**src/rtl/bcd_digit_entry_if.sv**
```systemverilog
// Keypad-side bundle for bcd_digit_entry: raw key lines and clear in, BCD entry state out.
interface bcd_digit_entry_if #(
    parameter int DIGITS = 4
);
    localparam int CW = $clog2(DIGITS + 1);

    logic [9:0]          key;
    logic                clr;
    logic [4*DIGITS-1:0] digits;
    logic [CW-1:0]       count;
    logic                full;
    logic                key_valid;
    logic                err;

    modport master (
        output key, clr,
        input  digits, count, full, key_valid, err
    );

    modport slave (
        input  key, clr,
        output digits, count, full, key_valid, err
    );
endinterface

```
**src/rtl/bcd_digit_entry.sv**
```systemverilog
// Synchronises and debounces a one-hot decimal keypad, encodes accepted keys to BCD and
// shifts them into a DIGITS-wide entry register, flagging multi-hot presses and overflow.
module bcd_digit_entry #(
    parameter int DIGITS        = 4,
    parameter int STABLE_CYCLES = 4,
    parameter int OVF_MODE      = 0
) (
    input  logic             clk,
    input  logic             rst_n,
    bcd_digit_entry_if.slave bus
);
    localparam int              CW         = $clog2(DIGITS + 1);
    localparam int              DW         = 4 * DIGITS;
    localparam logic [7:0]      STAB_MAX   = 8'(STABLE_CYCLES);
    localparam logic [CW-1:0]   COUNT_FULL = CW'(DIGITS);

    typedef enum logic [1:0] {IDLE, PRESS, HELD, RELEASE} state_t;

    logic [9:0]    s1_reg, s2_reg, held_reg;
    logic [7:0]    stab_reg, stab_next;
    state_t        state_reg, state_next;
    logic          accept;
    logic          key_onehot;
    logic [3:0]    enc;
    logic [DW-1:0] digits_reg, digits_next, shifted;
    logic [CW-1:0] count_reg, count_next;
    logic          full_reg;
    logic          key_valid_reg, key_valid_next;
    logic          err_reg, err_next;

    // Key lines whose index has bit b set; OR-ing them gives BCD bit b of a one-hot key.
    function automatic logic [9:0] enc_mask(input int b);
        logic [9:0] m;
        for (int i = 0; i < 10; i++) m[i] = ((i >> b) & 1) == 1;
        return m;
    endfunction

    genvar gi;
    generate
        for (gi = 0; gi < 4; gi++) begin : g_enc
            localparam logic [9:0] MASK = enc_mask(gi);
            assign enc[gi] = |(s2_reg & MASK);
        end
    endgenerate

    assign key_onehot = $onehot(s2_reg);

    generate
        if (DIGITS == 1) begin : g_shift_one
            assign shifted = enc;
        end else begin : g_shift_many
            assign shifted = {digits_reg[DW-5:0], enc};
        end
    endgenerate

    // Synchroniser and stability tracker
    always_ff @(posedge clk or negedge rst_n) begin
        if (!rst_n) begin
            s1_reg   <= '0;
            s2_reg   <= '0;
            held_reg <= '0;
            stab_reg <= '0;
        end else begin
            s1_reg   <= bus.key;
            s2_reg   <= s1_reg;
            held_reg <= s2_reg;
            stab_reg <= stab_next;
        end
    end

    always_comb begin
        stab_next = 8'd1;
        if (s2_reg == held_reg) begin
            stab_next = (stab_reg >= STAB_MAX) ? STAB_MAX : stab_reg + 8'd1;
        end
    end

    // FSM: state register
    always_ff @(posedge clk or negedge rst_n) begin
        if (!rst_n) state_reg <= IDLE;
        else        state_reg <= state_next;
    end

    // FSM: next state
    always_comb begin
        state_next = state_reg;
        unique case (state_reg)
            IDLE:    if (s2_reg != '0) state_next = PRESS;
            PRESS: begin
                if (s2_reg == '0) state_next = IDLE;
                else if (accept)  state_next = HELD;
            end
            HELD:    if (s2_reg == '0) state_next = RELEASE;
            RELEASE: begin
                if (s2_reg != '0)              state_next = HELD;
                else if (stab_next == STAB_MAX) state_next = IDLE;
            end
            default: state_next = IDLE;
        endcase
    end

    // FSM: outputs. The accepting sample is the one that makes the run STABLE_CYCLES long.
    always_comb begin
        accept = (state_reg == PRESS) && (s2_reg != '0) && (stab_next == STAB_MAX);
    end

    // Entry register update; clr overrides any simultaneous accept.
    always_comb begin
        digits_next    = digits_reg;
        count_next     = count_reg;
        key_valid_next = 1'b0;
        err_next       = 1'b0;
        if (bus.clr) begin
            digits_next = '0;
            count_next  = '0;
        end else if (accept) begin
            if (!key_onehot) begin
                err_next = 1'b1;
            end else if (count_reg < COUNT_FULL) begin
                digits_next    = shifted;
                count_next     = count_reg + 1'b1;
                key_valid_next = 1'b1;
            end else if (OVF_MODE == 1) begin
                digits_next    = shifted;
                key_valid_next = 1'b1;
            end else begin
                err_next = 1'b1;
            end
        end
    end

    always_ff @(posedge clk or negedge rst_n) begin
        if (!rst_n) begin
            digits_reg    <= '0;
            count_reg     <= '0;
            full_reg      <= 1'b0;
            key_valid_reg <= 1'b0;
            err_reg       <= 1'b0;
        end else begin
            digits_reg    <= digits_next;
            count_reg     <= count_next;
            full_reg      <= (count_next == COUNT_FULL);
            key_valid_reg <= key_valid_next;
            err_reg       <= err_next;
        end
    end

    assign bus.digits    = digits_reg;
    assign bus.count     = count_reg;
    assign bus.full      = full_reg;
    assign bus.key_valid = key_valid_reg;
    assign bus.err       = err_reg;

endmodule

```
**src/flat_wrapper.sv**
```systemverilog
// flat-port wrapper written by rule: the top's interface ports become plain ports
module bcd_digit_entry_flat 
#(
    parameter int DIGITS        = 4,
    parameter int STABLE_CYCLES = 4,
    parameter int OVF_MODE      = 0
)
  (clk, rst_n, bus_key, bus_clr, bus_digits, bus_count, bus_full, bus_key_valid, bus_err);
  bcd_digit_entry_if #(.DIGITS(DIGITS)) bus_i ();
  input  logic clk;
  input  logic rst_n;
  input wire logic [$bits(bus_i.key)-1:0] bus_key;
  input wire logic [$bits(bus_i.clr)-1:0] bus_clr;
  output wire logic [$bits(bus_i.digits)-1:0] bus_digits;
  output wire logic [$bits(bus_i.count)-1:0] bus_count;
  output wire logic [$bits(bus_i.full)-1:0] bus_full;
  output wire logic [$bits(bus_i.key_valid)-1:0] bus_key_valid;
  output wire logic [$bits(bus_i.err)-1:0] bus_err;
  assign bus_i.key = bus_key;
  assign bus_i.clr = bus_clr;
  assign bus_digits = bus_i.digits;
  assign bus_count = bus_i.count;
  assign bus_full = bus_i.full;
  assign bus_key_valid = bus_i.key_valid;
  assign bus_err = bus_i.err;
  bcd_digit_entry #(.DIGITS(DIGITS), .STABLE_CYCLES(STABLE_CYCLES), .OVF_MODE(OVF_MODE)) u_core (.clk(clk), .rst_n(rst_n), .bus(bus_i));
endmodule
```
**config.mk**
```make
export PLATFORM = sky130hd
export DESIGN_NAME = bcd_digit_entry_flat
export DESIGN_NICKNAME = d
export VERILOG_FILES = /design/src/rtl/bcd_digit_entry_if.sv /design/src/rtl/bcd_digit_entry.sv /design/src/flat_wrapper.sv
export SDC_FILE = /design/constraint.sdc
export NUM_CORES = 1
export LEC_CHECK = 0
export BUFFER_PORTS_ARGS = -buffer_cell sky130_fd_sc_hd__buf_2
export CAP_MARGIN = 20
export CORE_MARGIN = 3
export CORE_UTILIZATION = 30
export CTS_CLUSTER_DIAMETER = 50
export DETAILED_ROUTE_END_ITERATION = 6
export GPL_TIMING_DRIVEN = 0
export PLACE_DENSITY = 0.49
export SKIP_LAST_GASP = 1
export SLEW_MARGIN = 15
export SYNTH_ARGS = -nofsm -noshare
export SYNTH_HDL_FRONTEND = slang
export SYNTH_SLANG_ARGS = --single-unit
```
**constraint.sdc**
```tcl
create_clock -name clk -period 6.05 [get_ports clk]
set_input_delay 0.3025 -clock clk [delete_from_list [all_inputs] [get_ports clk]]
set_output_delay 0.3025 -clock clk [all_outputs]
set_load 0.005 [all_outputs]
```
== Yosys cells after proc, flatten, opt, wreduce, memory -nomap -nowiden ==
Cells that the tools add are included.

* Eq/ne operators: 11
* Reduce and logical (&&, ||, !) cells: 14
* Add/subtract/negate cells: 11
* Mux-type cells: 25
* Magnitude comparators: 2

{| class="wikitable"
|+ Operators by type and width
! operator !! number
|-
| two-way mux 16 bit || 4
|-
| adder 4 bit || 4
|-
| two-way mux 8 bit || 2
|-
| two-way mux 2 bit || 6
|-
| two-way mux 3 bit || 4
|-
| adder 1 x 1 -> 2 bit || 5
|-
| equality test 10 bit || 1
|-
| zero test 10 bit || 1
|-
| nonzero test 10 bit || 1
|-
| adder 8 x 1 -> 8 bit, second input constant || 1
|-
| equality test 8 x 3 -> 1 bit, second input constant || 1
|-
| greater-or-equal comparator 8 x 3 -> 1 bit, second input constant || 1
|-
| two-way mux 1 bit || 8
|-
| one-hot mux 2 bit (4 select lines) || 1
|-
| OR reduction 4 bit || 2
|-
| != test 3 x 1 -> 1 bit, second input constant || 2
|-
| nonzero test 2 bit || 3
|-
| OR reduction 5 bit || 1
|-
| equality test 2 bit, second input constant || 2
|-
| equality test 4 x 1 -> 1 bit, second input constant || 1
|-
| != test 2 x 1 -> 1 bit, second input constant || 2
|-
| AND reduction 4 bit || 1
|-
| adder 3 x 1 -> 3 bit, second input constant || 1
|-
| equality test 3 bit, second input constant || 1
|-
| 6 further kinds || 7
|}

* Bits of input ports: 13
* Register bits: 62
* Word-level logic and storage cells: 73
* Output and inout port bits: 22

== Logic depth before layout (Yosys ltp) ==
Gate-level depths: netlist (run 1).

* Depth in word-level cells: 9
* Depth in mapped cells: 15
* Gate-level depth less buffers: 14

== Worst setup path before layout (run 1) ==
No wires, ideal clock.

* Path kind: register to register
* From: register u_core.s2_reg[9]
* To: register u_core.count_reg[1] (netlist: u_core.bus.count[1])
* Arrival: 3663 ps
* Stages on the path, launching flop included: 15
* Clock period less this slack: 3727 ps
* Slack: 2323 ps
* Cell sequence: dfrtp_1 > inv_1 > ha_1 > inv_1 > fa_1 > fa_1 > inv_1 > fa_1 > inv_1 > fa_1 > nor4bb_1 > nand3b_1 > nor3_2 > buf_2 > a22o_2

* Cells in the longest elaborated chain, start to end: 6
* Elaborated cells on any way between the ends: 12

{| class="wikitable"
|+ Ends and longest elaborated chain
! item !! line !! source
|-
| start, declared || bcd_digit_entry.sv:19 || <nowiki>logic [9:0] s1_reg, s2_reg, held_reg;</nowiki>
|-
| start signal, assigned || bcd_digit_entry.sv:65 || <nowiki>s2_reg <= s1_reg;</nowiki>
|-
| adder 1 x 1 -> 2 bit (not written as such) / equality test 10 bit (equally long branches) || bcd_digit_entry.sv:46, bcd_digit_entry.sv:73 ||
|-
| adder 4 bit (not written as such) / two-way mux 8 bit (equally long branches) || bcd_digit_entry.sv:46, bcd_digit_entry.sv:73 ||
|-
| equality test 4 x 1 -> 1 bit / equality test 8 x 3 -> 1 bit (equally long branches) || bcd_digit_entry.sv:46, bcd_digit_entry.sv:104 ||
|-
| two-way mux 3 bit / logical AND 1 bit (equally long branches) || bcd_digit_entry.sv:117, bcd_digit_entry.sv:104 ||
|-
| two-way mux 3 bit * || bcd_digit_entry.sv:116 || <nowiki>end else if (accept) begin</nowiki>
|-
| two-way mux 3 bit * || bcd_digit_entry.sv:113 || <nowiki>if (bus.clr) begin</nowiki>
|-
| via u_core.count_next[1] || bcd_digit_entry.sv:26 || <nowiki>logic [CW-1:0] count_reg, count_next;</nowiki>
|-
| end signal, assigned || bcd_digit_entry.sv:141 || <nowiki>count_reg <= count_next;</nowiki>
|-
| end, declared || bcd_digit_entry.sv:26 ||
|}

Mark *: on every way through the listed nets, which the timed path passes. The rest lies on a longest branch.
A chain may end at the register's enable or synchronous reset.

== Final worst setup path (run 1) ==
* From: register u_core.s2_reg[9]
* To: register u_core.digits_reg[9] (netlist: u_core.bus.digits[9])

* Cells in the longest elaborated chain, start to end: 6
* Elaborated cells on any way between the ends: 12

{| class="wikitable"
|+ Ends and longest elaborated chain
! item !! line !! source
|-
| parallel branches: the longest is 5 deep, another holds adder 4 bit || -- ||
|-
| AND reduction 3 bit (no source line) * || -- ||
|-
| end signal, assigned || bcd_digit_entry.sv:140 || <nowiki>digits_reg <= digits_next;</nowiki>
|-
| end, declared || bcd_digit_entry.sv:25 || <nowiki>logic [DW-1:0] digits_reg, digits_next, shifted;</nowiki>
|}

Mark *: on every way between the ends.

==> results of run 1 <==
how the worst max path moves through the flow:
stage | startpoint | end | slack [ps] | depth (start not counted)
finish | u_core.s2_reg[9]$_DFF_PN0_ | u_core.bus.digits[9]$_DFFE_PN0P_ | 1900 | 14
global route | u_core.s2_reg[9]$_DFF_PN0_ | u_core.bus.digits[9]$_DFFE_PN0P_ | 1520 | 14
CTS | u_core.s2_reg[7]$_DFF_PN0_ | u_core.bus.digits[9]$_DFFE_PN0P_ | 1850 | 14
detailed placement | u_core.s2_reg[7]$_DFF_PN0_ | u_core.bus.digits[9]$_DFFE_PN0P_ | 1870 | 14
global placement | u_core.s2_reg[7]$_DFF_PN0_ | u_core.bus.digits[13]$_DFFE_PN0P_ | 1870 | 14
floorplan | u_core.s2_reg[9]$_DFF_PN0_ | u_core.bus.count[1]$_DFF_PN0_ | 2320 | 14
cell usage after synthesis (all sizes together) (2+ instances only):
master / number
dfrtp: 62
inv: 26
a22o: 17
ha: 15
xor2: 10
fa: 6
nand2: 6
a21oi: 3
and3: 3
nor2: 3
nor4: 3
o21ai: 3
a31oi: 2
buf: 2
nand3: 2
nand4: 2
nor2b: 2
nor3: 2
nor4bb: 2
or3: 2
power by group through the flow:
stage                     Combinational, µW  Sequential [µW]  Clock [µW]
after global routing                    122              437         418
final                                   103              436         385
after floorplan                        75.1              442           0
after CTS                               105              436         398
after detailed placement                104              444           0
after global placement                  101              443           0
final cells by class:
cell class              instances  area [µm²]
plain buffers                   3        20.0
clock buffers                  10         138
clock inverters                 4        72.6
fillers                       766        4870
inverters                      26        97.6
multi-input cells              99         895
flip-flops and latches         62        1550
well taps                     102         128
repair buffers                 35         198
layer usage:
metal | vias to the layer above | GRT usage, %
met4 | 0 | 4.10
met2 | 36 | 14.1
met5 | - | 0
met3 | 8 | 4.93
li1 | 726 | -
met1 | 689 | 11.9
worst max-delay path, cell delays in order (launching register included):
cell	delay, ps
dfrtp_1	400
inv_1	70
ha_1	270
inv_1	50
fa_1	550
fa_1	410
inv_1	80
fa_1	190
inv_1	50
fa_1	480
nor4bb_1	280
nand3b_1	230
nor3_2	520
buf_2	320
a22o_2	170
logic make-up after synthesis:
group | after synthesis | share of synthesized area, %
DFF | 62 | 60.9
adders and majority gates | 21 | 12.1
buffers and inverters | 29 | 4.61
AOI/OAI and AO/OA | 29 | 10.3
xor gates and xnor gates | 10 | 3.44
and+or+nand+nor | 34 | 8.54
other | 1 | 0.147
per-stage QoR:
stage,worst slack [ps],std cells
after floorplan,2320,190
after global placement,1870,325
after detailed placement,1870,326
after CTS,1850,341
after global routing,1520,341
final,1900,341
timing repair:
item                                    CTS  global route
hold buffers                              1             0
endpoints found under the setup margin    0             0
hold endpoints to repair                 28             0
buffers inserted                          0             0
==> results.md, run 1 <==
- The flow ran to the end, and the final reports show no timing, DRC or antenna violations.
- Along the worst hold path, the cell count comes to 1.
- The worst reg-to-reg setup slack is between 1500 and 2000 ps.
- The data arrival time of the critical path is between 4000 and 5000 ps.
- Wire segments on met2 add up to ~1.8 mm in the final route.
- In this run the worst path has a maximum fanout of 10.
- The share of total power dissipated in the clock network is a little over two fifths.
- The analysis attributes to net switching a power of between 200 and 250 µW.
- In this run, CTS created clock tree buffers numbering 9.
- Wire segments on met3 add up to approximately 300 µm in the final route.
- By startpoint and endpoint, the worst setup path is classified as flop to flop.
- For this run, the leading register cell type out of synthesis is dfrtp_1.
- The overall die area is between 0.009 and 0.01 mm².
- For the pin with the worst max-slew slack, the measured transition is 561 ps.
- In this run the mean area of a mapped cell was approximately 14 µm².
- The die is between 90 and 100 µm tall.
- The cell chosen for the clock root is clkbuf_8.
- Buffers placed on the I/O ports in this run total 33.
- The power density over the cells is 298 mW/mm².
- The residual antenna-violating net count after detailed routing is 0.
- Once the floorplan was initialized, standard cells occupied between 30% and 40% of the core.
- Of the total power, registers draw a little under half.
- The final clock period utilization by the worst path is between 60% and 70%.
- The warning count from the yosys run is 0.
- The largest area contributor in the synthesized netlist is dfrtp_1.
- Setup repair after global routing left no endpoint under its margin.
- Routed signal wires occupy layers up through met4.
- In this run the count of I/O pins placed on the die edge is 35.
- The tightest hold path in the finished design has a slack of around 72 ps.
- After the last flow step, the layout net total stands at 270.
- In this run the most critical hold path is launched from bus_key[4].
- The routability congestion estimate from global placement is between 0.8 and 0.9.
- The worst hold path endpoint is u_core.s1_reg[4]$_DFF_PN0_.
- The proportion of power drawn by combinational gates is approximately 11%.
- The via count of the first global-routing pass is 1490.
- Summed over all cells, the static leakage comes to 0.00159 µW.
- The initial antenna violation count is 0.
- The largest clock skew in the final design is 7.77 ps.
- The repair_antennas step left the layout with diodes totalling 0.
- In the layout the commonest cells are dfrtp_1 (62), buf_2 (33), inv_1 (26), a22o_2 (17), ha_1 (15).
- The per-cell routed wire length is approximately 12 µm.
- The launching point of the worst reg2reg path is u_core.s2_reg[9]$_DFF_PN0_.
- In this run the core area contains 32 standard-cell rows.
- The detailed placer's ending HPWL is between 3 and 4 mm.
- The number of gates resized after CTS was 0.
- Global routing finished with a remaining overflow of 0.
- The die boundary width is about 98 µm.
- Setup violations remaining at the end of the flow were counted as 0.
- In this run the worst hold path is classified as input port to flop.
- The number of H-tree levels is 3.
- The share of layout cells above drive strength 1 is 30.1%.
- Measured in cells, the most critical reg-to-reg path has a length of 14.
- The area share of the largest cell type after synthesis is 60.9%.
- The cell internal power dissipation is between 700 and 800 µW.
- The core area is 0.00797 mm².
- The synthesis-to-layout area growth is 21.6%.
- After the first detailed-routing iteration, the DRC count stood at 33.
- The count of state elements after synthesis is 62.
- In the routed design, unresolved DRC markers number 0.
- Leaving out fill and tap cells, the most frequent cell in the layout is dfrtp_1.
- The number of clock sinks seen by CTS is 62.
- Net switching is a little under a quarter of the power.
- The async set-or-reset flop fraction in the synthesized netlist is 100%.
- The count of final hold-check violations is 0.
- The final wirelength is slightly above 4 mm.
- For this block, wires on met1 add up to 1.96 mm.
- The maximum achievable frequency is 241 MHz.
- After layout, the design draws a total of just over 900 µW.
- The number of vias per cell is 4.28.
- Data on the critical path is required at its endpoint by approximately 6300 ps.
- Yosys attributes the largest share of cell area to dfrtp_1 (61%), ha_1 (7.4%), a22o_2 (6.7%), fa_1 (4.7%), inv_1 (3.8%).
- The synthesized design contains 0 enable-type register cells.
- Clock-pin slew was measured on the worst setup and hold paths at around 70 ps.
- STA classifies the critical path startpoint as a flop.
- The worst pin sits at a relative slew slack of a little over 60%.
- The clock tree from TritonCTS is built.
- The register area share after synthesis is 60.9%.
- Adding up every negative setup slack in the final design gives 0 ps.
- The worst setup path is captured at a flop.
- The number of pins exceeding their max-slew limit in the final report was 0.
- The gate count of the mapped netlist is approximately 190.
- Summing over every cut layer, the via total after detailed routing is ~1500.
- The all-layer global routing usage is roughly 9.6%.
- The worst ir drop on vdd is about 0.00013 V.
- The area of placed instances is ~0.0029 mm².
- The total of max-cap violations is 0.
- The post-synthesis cell type count is 37.
- The first global-routing pass estimated about 7.2 mm of wire.
- For this run, the share of the core covered by cells in the final layout is about two fifths.
- The largest net degree at the start of global routing is 35.
- The flip-flop count of the largest register, all copies and words added is 16.
- The clock insertion delay at the later pin of the skew report is 330 ps.
- The first detailed-routing pass ran for 3 iterations.
- The worst register-to-register path ends at u_core.bus.digits[9]$_DFFE_PN0P_.
- The final instance area is a little over 0.003 mm².
- The post-synthesis cell area is 0.00255 mm².
- The maximum root-to-sink buffer count is 2.
- The time the final worst path needs with I/O delays and setup is roughly 4200 ps.
Note: power is estimated with default switching activity, not from simulation.
==> inputs of run 2 (changes only) <==
- clock period: 6.05 -> 4.1 ns (I/O delays scaled with it)
==> run 2 against run 1 <==
Via count is 3.8% higher. Global-route usage rose by 0.093 points. Power is 51% higher. First-iteration DRC count is 3.0% lower. Flip-flop and latch count unchanged. Cell count increased by 5.0%. Core utilization grew 2.3 points. Fmax rose by 8.4%. Sequential power is 47% higher. Non-clock buffer count increased by 17. Register-to-register slack worse by 1600 ps. Critical endpoint unchanged.
==> results.md, run 2 (synthesized netlist as in run 1, its figures left out) <==
- The run finished with clean final reports.
- The number of buffers added by the clock tree synthesis step is 9 (unchanged).
- The utilization of the core after routing is 41.2% (+2.3 points).
- The worst hold slack across all endpoints is 251 ps (+179 ps).
- The net switching power figure came to 320 µW (+51%).
- The number of detailed-route iterations in the first pass is 4 (+1).
- The initial core utilization came to 32.0% (unchanged).
- The switching share of power is 23.0% (+0.059 points).
- The endpoint kind of the worst setup timing path is a flop.
- The overall die area was 0.00964 mm² (unchanged).
- The residual antenna-violating net count after detailed routing is 0 (unchanged).
- The share of layout cells above drive strength 1 is 32.8% (+2.7 points).
- The number of H-tree levels is 3 (unchanged).
- The total congestion overflow after global routing was 0 (unchanged).
- The data arrival time of the critical path is 4040 ps (-380 ps).
- The part of the power in registers came to 46.2% (-1.0 points).
- The cell chosen for the clock root is clkbuf_8.
- Setup repair after global routing left no endpoint under its margin.
- The proportion of power drawn by combinational gates came to 12.9% (+1.8 points).
- The detailed-route DRC error count is 0 (unchanged).
- The number of design-rule violations left by the first detailed-router iteration is 32 (-3.0%).
- The synthesis-to-layout area growth is 28.8%.
- The wire length of the first global-routing pass was 7.30 mm (+1.2%).
- The core area came to 0.00797 mm² (unchanged).
- The maximum achievable frequency is 261 MHz (+8.4%).
- The final wirelength is 4.20 mm (+2.1%).
- The type of the tightest min-delay check is input port to flop.
- The clock network fraction of total power is 40.9% (-0.8 points).
- The count of inserted antenna diode cells is 0 (unchanged).
- The actual transition at the worst max-transition pin is 551 ps (-9.37 ps).
- The number of pins exceeding their max-slew limit in the final report is 0 (unchanged).
- The final instance count without filler cells is 358 (+5.0%).
- The number of top-level design ports is 35 (unchanged).
- By startpoint and endpoint, the worst setup path is classified as flop to flop.
- The clock input transition at the sequential cells of the worst setup and hold paths came to 70 ps (about the same).
- The worst reg2reg path depth is 14 (unchanged).
- The library cells used most frequently in the layout, excluding fill and tap cells, are dfrtp_1 (61), buf_2 (32), inv_1 (26), a22o_2 (17), ha_1 (15).
- The row count is 32 (unchanged).
- The maximum root-to-sink buffer count came to 2 (unchanged).
- The die boundary width is 98.2 µm (unchanged).
- The largest clock skew in the final design is 7.67 ps (-0.109 ps).
- The count of final hold-check violations came to 0 (unchanged).
- The detailed placer's ending HPWL is 3.04 mm (unchanged).
- The cell internal power dissipation came to 1070 µW (+50%).
- The vertical extent of the die is 98.2 µm (unchanged).
- The final clock period utilization by the worst path is 93.4% (+25 points).
- The relative slew slack is 62.9% (+0.63 points).
- The clock insertion delay at the later pin of the skew report is 330 ps (about the same).
- The worst hold path depth is 2 (+1).
- The biggest fanout along the worst timing path is 10 (unchanged).
- The initial antenna violation count is 0 (unchanged).
- The all-layer global routing usage is 9.70% (+0.093 points).
- The commonest non-fill, non-tap cell in the layout is dfrtp_1.
- The minimum setup slack in the final design is 272 ps (-1630 ps).
- The number of vias per cell is 4.23 (-1.1%).
- The time the final worst path needs with I/O delays and setup is 3830 ps (-323 ps).
- The via count of the first global-routing pass is 1519 (+1.9%).
- The count of input and output buffers is 33 (unchanged).
- The flip-flop count of the largest register, all copies and words added is 16 (unchanged).
- The power density over the cells is 424 mW/mm² (+42%).
- The post-placement worst setup slack was -76.2 ps (-1950 ps).
- The cell leakage power was 0.00167 µW (+5.5%).
- The total placed cells including tap cells is 326 (unchanged).
- The total of max-cap violations was 0 (unchanged).
- The number of nets in the layout is 287 (+6.3%).
- The required arrival time at the worst endpoint is 4310 ps (-2010 ps).
- The largest net degree at the start of global routing is 35 (unchanged).
- The worst ir drop on vdd came to 0.000196 V (+49%).
- The number of clock sinks seen by CTS is 62 (unchanged).
- The per-cell routed wire length is 11.7 µm (-2.7%).
- TritonCTS built the clock tree.
- The routability congestion estimate from global placement is 0.819 (unchanged).
- The vias after detailed routing is 1515 (+3.8%).
- The number of setup violations in the final report is 0 (unchanged).
- STA classifies the critical path startpoint as a flop.
## run 2: cell type report
type	instances	area (µm²)
buffer	3	22.5
clock buffer	10	138
clock inverter	4	72.6
fill	740	4690
inverter	26	97.6
multi-input combinational	99	921
sequential	62	1550
tap	102	128
timing repair buffer	52	350
## run 2: worst max-delay path, stage by stage, from the launching register on
cell      delay (ps)
dfrtp_1          380
inv_1             70
ha_1             270
inv_1             50
fa_1             550
fa_1             410
inv_1             80
fa_1             190
inv_1             60
fa_1             490
nor4bb_2         240
nor2b_1          290
a31oi_4          190
buf_6            190
a22o_2           250
## run 2: through the flow
stage | TNS (ps) | total power [µW] | cell area (µm²)
CTS | 0 | 1390 | 3210
global placement | -707 | 803 | 2860
floorplan | 0 | 762 | 2560
detailed placement | -614 | 808 | 2880
finish | 0 | 1390 | 3280
global route | 0 | 1470 | 3280
## run 2: power groups by stage
| stage | logic, µW | registers, µW | clock network (µW) |
|---|---|---|---|
| final | 179 | 643 | 569 |
| after global routing | 208 | 645 | 617 |
| after CTS | 164 | 643 | 588 |
| after detailed placement | 154 | 655 | 0 |
| after global placement | 149 | 654 | 0 |
| after floorplan | 111 | 652 | 0 |
## run 2: routing by layer
metal,track usage [%],wire [µm]
met5,0,0
met4,4.10,83
met3,4.93,287
met2,14.4,1820
met1,11.9,2010
## run 2: repair_timing
action | in CTS | in global routing
gates cloned | 0 | 0
setup buffers | 0 | 7
setup endpoints to repair | 9 | 13
hold buffers | 11 | 0
endpoints found under the hold margin | 38 | 0
pin swaps | 0 | 1
gates resized for setup | 1 | 7
## run 2: final timing paths
check                                            from                           endpoint  slack [ps]
min reg2reg                u_core.s1_reg[0]$_DFF_PN0_         u_core.s2_reg[0]$_DFF_PN0_         350
max reg2reg                u_core.s2_reg[9]$_DFF_PN0_   u_core.bus.digits[9]$_DFFE_PN0P_         270
min in group asynchronous                       rst_n         u_core.s1_reg[2]$_DFF_PN0_         330
max in group asynchronous                       rst_n  u_core.bus.digits[13]$_DFFE_PN0P_        3270
min                                           bus_clr      u_core.bus.count[2]$_DFF_PN0_         250
max                        u_core.s2_reg[9]$_DFF_PN0_   u_core.bus.digits[9]$_DFFE_PN0P_         270
==> inputs of run 3 (changes only) <==
- CAP_MARGIN: 20 -> unset
- GPL_TIMING_DRIVEN: 0 -> unset
==> run 3 against run 2 <==
Flip-flop and latch count is the same. Power shrank 4.5%. Core utilization is 0.99 points lower. Setup slack worse by 16 ps. Largest cell class unchanged. Clock skew grew 3.6 ps. Largest power group unchanged. Critical path depth is the same. Worst hold slack worse by 210 ps. Clock power decreased by 11%. Global-route usage grew 0.19 points. First-iteration DRC count up 53%. Cell area down 2.4%.
==> results.md, run 3 (synthesized netlist as in run 1, its figures left out) <==
- The flow ran to the end, and the final reports show no timing, DRC or antenna violations.
- The wire length of the first global-routing pass is 7.57 mm (+3.7%).
- The actual transition at the worst max-transition pin is 753 ps (+202 ps).
- The die boundary width is 98.2 µm (unchanged).
- The maximum achievable frequency is 260 MHz (-0.41%).
- The number of H-tree levels is 3 (unchanged).
- The count of buffering cells on the critical path with inverters included is 4 (-1).
- The number of buffers added by the clock tree synthesis step is 9 (unchanged).
- The final wirelength is 4.23 mm (+0.64%).
- The number of nets in the layout was 283 (-1.4%).
- The routability congestion estimate from global placement came to 0.718 (-12%).
- The clock insertion delay at the later pin of the skew report is 330 ps (about the same).
- The worst ir drop on vdd came to 0.000189 V (-3.5%).
- The all-layer global routing usage was 9.89% (+0.19 points).
- The aggregate negative setup slack came to 0 ps (unchanged).
- The commonest non-fill, non-tap cell in the layout is dfrtp_1.
- The type of the tightest min-delay check is input port to async pin.
- The per-cell routed wire length was 11.9 µm (+1.5%).
- The required arrival time at the worst endpoint is 4330 ps (+20 ps).
- The total placed cells including tap cells is 325 (-0.31%).
- Setup repair after global routing left no endpoint under its margin.
- The number of design-rule violations left by the first detailed-router iteration is 49 (+53%).
- On the critical path, the stage with the largest delay is an instance of fa_1.
- The worst reg-to-reg setup slack was 260 ps (-20 ps).
- The maximum root-to-sink buffer count was 2 (unchanged).
- The power density over the cells is 415 mW/mm² (-2.1%).
- The startpoint identified for the worst register-to-register timing path is u_core.s2_reg[7]$_DFF_PN0_.
- The count of final hold-check violations is 0 (unchanged).
- The critical path starts at u_core.s2_reg[7]$_DFF_PN0_.
- The residual antenna-violating net count after detailed routing is 0 (unchanged).
- The largest stage delay on the critical path is 530 ps (-20 ps).
- The relative slew slack was 49.8% (-13 points).
- The number of setup violations in the final report is 0 (unchanged).
- The class of the most critical setup path is flop to flop.
- In this run the critical register-to-register path is captured at u_core.bus.full$_DFF_PN0_.
- The total congestion overflow after global routing is 0 (unchanged).
- The initial antenna violation count was 0 (unchanged).
- The row count was 32 (unchanged).
- The clock tree from TritonCTS is built.
- STA classifies the critical path startpoint as a flop.
- The vertical extent of the die is 98.2 µm (unchanged).
- In this run the clock root is driven by a clkbuf_8.
- The overall die area is 0.00964 mm² (unchanged).
- The total of max-cap violations is 0 (unchanged).
- The detailed placer's ending HPWL is 2.92 mm (-4.2%).
- The share of layout cells above drive strength 1 came to 31.2% (-1.6 points).
- Following the worst setup path forward leads to its endpoint at u_core.bus.full$_DFF_PN0_.
- The worst reg2reg path depth is 14 (unchanged).
- The via count of the first global-routing pass is 1597 (+5.1%).
- The count of inserted antenna diode cells is 0 (unchanged).
- The number of detailed-route iterations in the first pass is 4 (unchanged).
- The number of pins exceeding their max-slew limit in the final report is 0 (unchanged).
- The flip-flop count of the largest register, all copies and words added is 16 (unchanged).
- The core area was 0.00797 mm² (unchanged).
- The critical path depth is 14 (unchanged).
- The initial core utilization is 32.0% (unchanged).
- The vias after detailed routing is 1549 (+2.2%).
- The data arrival time of the critical path is 4070 ps (+30 ps).
- The count of input and output buffers is 34 (+3.0%).
- Leaving out fill and tap cells, the most frequent cells in the layout are dfrtp_1 (62), buf_2 (34), inv_1 (26), a22o_2 (17), ha_1 (15).
- The number of top-level design ports was 35 (unchanged).
- The time the final worst path needs with I/O delays and setup was 3840 ps (+15.8 ps).
- The area growth from synthesis to layout is 25.7%.
- The biggest fanout along the worst timing path is 5 (-5).
- The kind of cell with the highest combined delay along the critical path is adder cells.
- The cell leakage power is 0.00164 µW (-2.3%).
- Walking the worst path, the cells encountered are inv_1, ha_1, inv_1, fa_1, fa_1, inv_1, fa_1, inv_1, fa_1, nor3b_2, a21oi_1, nand3b_1, or4b_1, a211oi_1.
- STA classifies the critical path endpoint as a flop.
- The largest clock skew in the final design is 11.3 ps (+3.61 ps).
- The number of vias per cell is 4.36 (+3.1%).
- The final clock period utilization by the worst path is 93.8% (+0.38 points).
- The detailed-route DRC error count is 0 (unchanged).
- The largest net degree at the start of global routing is 63 (+80%).
- The final instance count without filler cells is 355 (-0.84%).
- The clock input transition at the sequential cells of the worst setup and hold paths is 70 ps (about the same).
- The number of clock sinks seen by CTS is 62 (unchanged).
==> run 3: cell count changes in the layout (fill, tap and decap cells not counted), sizes merged <==
cell,change
buf,-2
bufinv,-1
clkinv,+1
dlygate4sd3,-1
==> run 3: area by class of cell <==
cell class / instances / area (µm²)
multi-input combinational: 99 / 915
tap: 102 / 128
inverter: 26 / 97.6
fill: 780 / 4760
sequential: 62 / 1550
clock inverter: 4 / 47.5
clock buffer: 11 / 141
timing repair buffer: 51 / 323
==> run 3: per-layer routing <==
layer	global-route usage (%)	up-vias	wire length (µm)	part of all wire [%]
met1	12.7	752	2010	48
met2	14.5	38	1870	44
li1	-	752	-	-
met4	5.04	0	76	1.8
met3	4.00	7	269	6.4
met5	0	-	0	0
==> run 3: worst min-delay path by stage <==
stage | from | end | slack, ps | depth (start not counted)
6_report | rst_n | u_core.s1_reg[2]$_DFF_PN0_ | 40 | 2
5_1_grt | rst_n | u_core.s1_reg[2]$_DFF_PN0_ | 90 | 2
4_1_cts | rst_n | u_core.s1_reg[2]$_DFF_PN0_ | 60 | 2
3_5_place_dp | bus_key[8] | u_core.s1_reg[8]$_DFF_PN0_ | 310 | 1
3_3_place_gp | bus_key[6] | u_core.s1_reg[6]$_DFF_PN0_ | 310 | 1
2_1_floorplan | rst_n | async pin | -90 | 0
==> run 3: worst reg2reg max path, cell delays in order, from the launching register on <==
cell and delay, ps:
dfrtp_1 400, inv_1 70, ha_1 270, inv_1 50
fa_1 530, fa_1 410, inv_1 80, fa_1 180
inv_1 50, fa_1 390, nor3b_2 160, a21oi_1 110
nand3b_1 250, or4b_1 540, a211oi_1 240
==> run 3: report_power, final <==
group          total [µW]  internal (µW)  leakage (µW)  switching, µW
sequential            642            631      0.000775           11.1
combinational         178           90.8      0.000766           87.3
clock                 508            292     0.0000952            216
total                1330           1010       0.00164            315
==> run 3: repair_timing <==
| item | in CTS | in global routing |
|---|---|---|
| hold buffers | 10 | 0 |
| setup endpoints to repair | 0 | 18 |
| gates resized for setup | 0 | 3 |
| setup buffers | 0 | 5 |
| endpoints found under the hold margin | 10 | 0 |
==> run 3: per-stage QoR <==
| stage | utilization [%] | cell area (µm²) | power (µW) | hold WS [ps] | setup WS, ps |
|---|---|---|---|---|---|
| floorplan | - | 2560 | 762 | -90.6 | 373 |
| global placement | 35.9 | 2860 | 803 | 312 | 234 |
| detailed placement | 35.9 | 2860 | 806 | 315 | 142 |
| CTS | 39.5 | 3150 | 1340 | 57.3 | 118 |
| global route | 40.2 | 3200 | 1410 | 86.8 | 14.1 |
| finish | 40.2 | 3200 | 1330 | 36.3 | 256 |
